### src/rtl/bin_to_decimal.sv
// bin_to_decimal
//   Converts a 7-bit unsigned binary score into two registered BCD digits
//   (tens, ones) for the 7-segment digit drivers. Inputs of 100 and above
//   saturate to 99. The latency is one clock and a new value is accepted every cycle.
//
// Ports
//   clk_i   in   1  system clock, rising edge
//   rst_i   in   1  asynchronous, active-high reset; clears both digits
//   bin_i   in   7  unsigned binary value (0..127)
//   tens_o  out  4  registered BCD tens digit (0..9)
//   ones_o  out  4  registered BCD ones digit (0..9)

module bin_to_decimal (
  input  logic       clk_i,
  input  logic       rst_i,
  input  logic [6:0] bin_i,
  output logic [3:0] tens_o,
  output logic [3:0] ones_o
);

  // Double-dabble pipeline, purely combinational. bcd[k] holds the
  // {tens, ones} nibbles after k input bits have been shifted in, MSB first.
  logic [7:0] bcd [0:7];
  // ovf[k] is set once the partial value has reached 100 or more.
  logic [7:0] ovf;

  assign bcd[0] = 8'd0;
  assign ovf[0] = 1'b0;

  generate
    for (genvar gi = 0; gi < 7; gi++) begin : g_stage
      logic [3:0] tens_adj;
      logic [3:0] ones_adj;

      // A nibble of 5 or more gets +3 so the following doubling carries
      // correctly into the next decimal digit.
      assign tens_adj = (bcd[gi][7:4] >= 4'd5) ? bcd[gi][7:4] + 4'd3 : bcd[gi][7:4];
      assign ones_adj = (bcd[gi][3:0] >= 4'd5) ? bcd[gi][3:0] + 4'd3 : bcd[gi][3:0];

      // Shift in the next input bit. The tens MSB shifted out here would be
      // the hundreds digit. It is only set when the partial value crosses 100,
      // so it becomes the saturation flag and is not carried as a digit.
      assign bcd[gi+1] = {tens_adj[2:0], ones_adj, bin_i[6-gi]};
      assign ovf[gi+1] = ovf[gi] | tens_adj[3];
    end
  endgenerate

  logic [3:0] tens_d;
  logic [3:0] ones_d;
  logic [3:0] tens_q;
  logic [3:0] ones_q;

  always_comb begin
    tens_d = bcd[7][7:4];
    ones_d = bcd[7][3:0];
    if (ovf[7]) begin
      tens_d = 4'd9;
      ones_d = 4'd9;
    end
  end

  always_ff @(posedge clk_i or posedge rst_i) begin
    if (rst_i) begin
      tens_q <= 4'd0;
      ones_q <= 4'd0;
    end else begin
      tens_q <= tens_d;
      ones_q <= ones_d;
    end
  end

  assign tens_o = tens_q;
  assign ones_o = ones_q;

endmodule

### config.mk
export PLATFORM = sky130hd
export DESIGN_NAME = bin_to_decimal
export DESIGN_NICKNAME = d
export VERILOG_FILES = /design/src/rtl/bin_to_decimal.sv
export SDC_FILE = /design/constraint.sdc
export NUM_CORES = 1
export LEC_CHECK = 0
export ABC_AREA = 1
export CAP_MARGIN = 20
export CORE_MARGIN = 1
export CORE_UTILIZATION = 45
export CTS_BUF_LIST = sky130_fd_sc_hd__clkbuf_2 sky130_fd_sc_hd__clkbuf_4 sky130_fd_sc_hd__clkbuf_8
export DETAILED_ROUTE_END_ITERATION = 7
export PLACE_DENSITY = 0.72
export SYNTH_ARGS = -nofsm -noshare
export SYNTH_HDL_FRONTEND = slang
export SYNTH_SLANG_ARGS = --single-unit
export TNS_END_PERCENT = 20
### constraint.sdc
create_clock -name clk_i -period 0.8 [get_ports clk_i]
set_input_delay 0.2 -clock clk_i [delete_from_list [all_inputs] [get_ports clk_i]]
set_output_delay 0.2 -clock clk_i [all_outputs]
set_load 0.01 [all_outputs]
==> results of run 1 <==
[cells in the mapped netlist, drive strengths merged, types with 2 or more instances]
cell,instances
nand4,2
ha,8
nor2,4
nand3b,2
nand2,37
a21oi,2
o21ai,4
inv,20
nand3,15
dfrtp,8
or2,2
[stage by stage]
stage / hold WS, ns / TNS (ns) / area, um^2 / std cells / worst slack [ns]
2_1_floorplan: 0.0157 / -11.79 / 933 / 106 / -1.98
3_3_place_gp: 0.446 / -19.72 / 1350 / 169 / -2.70
3_5_place_dp: 0.464 / -20.26 / 1350 / 169 / -2.77
4_1_cts: 0.196 / -12.55 / 1510 / 183 / -1.80
[timing repair]
action | in CTS
gates resized for setup | 66
setup endpoints to repair | 16
setup buffers | 11
pin swaps | 17
[kinds of logic after synthesis]
| kind of cell | share of synthesized area |
|---|---|
| AO/OA/AOI/OAI | 0.0705 |
| adder cells (fa/ha/maj) | 0.125 |
| buffers and inverters | 0.0940 |
| flip-flops | 0.251 |
| AND/OR/NAND/NOR | 0.459 |
==> metrics.cfg, run 1 <==
[run_status]
run_status = stopped before the end
first-error = [ERROR DPL-0038] Utilization greater than 100%, impossible to legalize
stop_stage = global routing

[logic_synthesis]
async_reset_ff_frac = 1.00
ys_dominant_reg_cell = dfrtp_1
synthCells = 106
synth-seq-cells = 8
netlist-cell-type-count = 21
yosysTopAreaCell = dfrtp_1
yosysSeqAreaShare = 0.251
count_of_flip_flops_with_a_built_in_enable_after_synthesis = 0
post-synth-top-area-fraction = 0.251
post_synthesis_net_count = 123
cell_area_after_synthesis_um2 = 798
mean_instance_size_in_the_synthesized_netlist_um2 = 7.53
synth.top_cells.by_area = dfrtp_1, ha_1, nand2_2
yosysWarningCount = 0

[placed_design]
finalWeightedCongestion = 0.777
numPortBuffers = 16
place.detailed.hpwl_um = 1530

[floorplanning]
die_height_um = 44.1
ios = 17
die_width_um = 44.1
row_count = 14
floorplan.initialDensity = 0.506

[cts]
clock_sink_count = 8
ctsLongestPathBuffers = 2
cts_hold_buf = 0
cts_inserted_buffers = 3
clock_tree.root_cell = clkbuf_4
htree_num_levels = 1

[timing]
worst_endpoint = ones_o[2]$_DFF_PP0_/D
worst_endpoint_kind = register data pin

[grt]
maximum_number_of_pins_on_one_net_before_global_route_repair = 9

==> run 2, diff against run 1 <==
- CORE_AREA: unset -> 2 2 63 65
- CORE_MARGIN: 1 -> unset
- CORE_UTILIZATION: 45 -> unset
- CTS_BUF_LIST: sky130_fd_sc_hd__clkbuf_2 sky130_fd_sc_hd__clkbuf_4 sky130_fd_sc_hd__clkbuf_8 -> unset
- DIE_AREA: unset -> 0 0 65 67
- PLACE_DENSITY: 0.72 -> unset
- PLACE_DENSITY_LB_ADDON: unset -> 0.15
==> metrics.cfg, run 2 <==
[cells_and_area]
layout.cells.most_common = buf_4
num-fill-cells = 364
antenna_cells_inserted = 0
area_delta_synth_final_pct = 101
layout.nets = 191
final_core_density = 0.446
layout.cells.most_common_list = buf_4, nand2_1, nand2_4
postLayoutCellArea_um2 = 1610
proportion_of_layout_cells_with_a_drive_suffix_above_1 = 0.680

[timing]
fin_hold_viols = 0
fmax_ghz = 0.381
setup_ws_ns = -1.82
whs_ns = 0.223
finalSetupViolations = 16
final-max-slew-violation-count = 0
final_period_minus_worst_setup_slack_ns = 2.62
worst_slew_margin_rel = 0.732
part_of_the_cycle_the_worst_path_needs = 3.28
rsz0062_at_grt = true
final.setup.tns_ns = -12.90
worst_slew_pin_slew_ns = 0.402

[logic_synthesis]
synth.top_cells.by_area = dfrtp_1, ha_1, nand2_2
yosysSeqAreaShare = 0.251  ; unchanged
cell_area_after_synthesis_um2 = 798  ; unchanged
synthCells = 106  ; unchanged
post-synth-top-area-fraction = 0.251  ; unchanged
yosysTopAreaCell = dfrtp_1
ys_dominant_reg_cell = dfrtp_1
netlist-cell-type-count = 21  ; unchanged
async_reset_ff_frac = 1.00  ; unchanged
yosysWarningCount = 0  ; unchanged
count_of_flip_flops_with_a_built_in_enable_after_synthesis = 0  ; unchanged
mean_instance_size_in_the_synthesized_netlist_um2 = 7.53  ; unchanged
synth-seq-cells = 8  ; unchanged
yosys-top-cells-count = nand2_1, inv_1, nand2_2
post_synthesis_net_count = 123  ; unchanged
most_used_standard_cell_by_instance_count_after_synthesis = nand2_1

[cts]
tritoncts_clock_tree = built
path_clk_slew_ns = 0.04
htree_num_levels = 1  ; unchanged
cts_inserted_buffers = 3  ; unchanged
cts_hold_buf = 0  ; unchanged
clock_tree.root_cell = clkbuf_8
ctsLongestPathBuffers = 2  ; unchanged
clock_sink_count = 8  ; unchanged

[routing]
drtIter0Drc = 28
route.detailed.vias_per_inst = 4.04
totalWireLength_um = 2040
dr.pass1.iters = 4
routedWlPerCell_um = 9.25
via_count = 888
final_antenna_net_count = 0
drc_errors = 0

[grt]
antenna_violations_before_repair = 0
globalRouteTotalUtil = 0.104
wire_length_of_the_first_global_routing_pass_um = 3510
globalRouteOverflowTotal = 0
maximum_number_of_pins_on_one_net_before_global_route_repair = 9
first_global_vias = 890

[worst_setup_path]
worstPathRequired_ns = 0.95
setup.worst_path.start_class = input port
arrival_ns = 2.77
cpMaxStageDelayCell = or2_4
crit_path_max_incr_delay_ns = 0.23
critical_path.most_common_cell = nand2_4
crit_fanout = 4
worstSetupPathType = in2reg
worst_setup_path_end_kind = register

[floorplanning]
row_count = 22  ; +8
die_area_um2 = 4360
floorplan.initialDensity = 0.221  ; -0.285
die_width_um = 65  ; +47%
die_height_um = 67  ; +52%
ios = 17  ; unchanged
core_um2 = 3610

[placed_design]
postPlaceCellArea_um2 = 1420  ; +5.2%
numPortBuffers = 16  ; unchanged
finalWeightedCongestion = 0.774  ; -0.41%
place.detailed.hpwl_um = 1560  ; +1.8%

[pwr]
power_uw = 2570
cellPowerDensity_nw_per_um2 = 1600
worst_ir_drop_vdd_uv = 626
total_leakage_power_uw = 0.000827

[min_path]
holdCritPathClass = in2async

[run_status]
run_status = complete, but fails checks
failed_checks = setup timing

[flow_run]
maxCapViolations = 0

==> run 2: layout make-up <==
cell class / count / area [um^2] / area share
Multi-Input combinational cell: 78 / 723 / 0.450
Timing Repair Buffer: 63 / 487 / 0.303
Sequential cell: 8 / 200 / 0.125
Inverter: 20 / 95.1 / 0.0592
Tap cell: 48 / 60.1 / 0.0374
Clock buffer: 3 / 41.3 / 0.0257
==> run 2: power breakdown <==
group	switching (uW)	leakage, uW	internal [uW]
Clock	138	0.0000216	324
Sequential	25.9	0.0000969	517
Combinational	799	0.000709	765
==> run 2: kinds of logic (layout without fill, tap and decap cells) <==
family / Yosys count / in the layout / synth area share
buffers and inverters: 20 / 86 / 0.0940
flip-flops: 8 / 8 / 0.251
adder cells (fa/ha/maj): 8 / 8 / 0.125
AND/OR/NAND/NOR: 62 / 62 / 0.459
AO/OA/AOI/OAI: 8 / 8 / 0.0705
==> run 2: final timing paths <==
check	start	to	slack (ns)	depth (start not counted)
setup / recovery	bin_i[5]	ones_o[2]$_DFF_PP0_	-1.82	30
hold / removal	rst_i	ones_o[0]$_DFF_PP0_	0.22	2
max in group asynchronous	rst_i	tens_o[3]$_DFF_PP0_	0.36	2
min in group clk_i	bin_i[4]	tens_o[3]$_DFF_PP0_	0.44	4
==> run 2: timing repair <==
item	4_1_cts	5_1_grt
pin swaps	18	4
buffers inserted	9	3
gates resized for setup	60	8
gates cloned	0	0
setup endpoints to repair	16	16
==> run 2: routing by layer <==
layer	GRT usage	wire length [um]	part of all wire
met2	0.200	1140	0.56
met3	0.0169	63	0.031
met1	0.110	810	0.40
met4	0.0479	18	0.0088
met5	0	0	0
==> run 2: worst max-delay path: cells and delay by family <==
kind / cells / cell delay, ns
buf+inv: 8 / 0.47
fa+ha+maj: 5 / 0.70
simple gates: 16 / 1.28
compound gates: 1 / 0.11
==> run 2: per-stage QoR <==
| step | worst slack (ns) | instances |
|---|---|---|
| after detailed placement | -2.73 | 205 |
| after global routing | -1.95 | 220 |
| after floorplan | -1.98 | 106 |
| final | -1.82 | 220 |
| after CTS | -1.82 | 217 |
| after global placement | -2.70 | 205 |
Note: power is estimated with default switching activity, not from simulation.
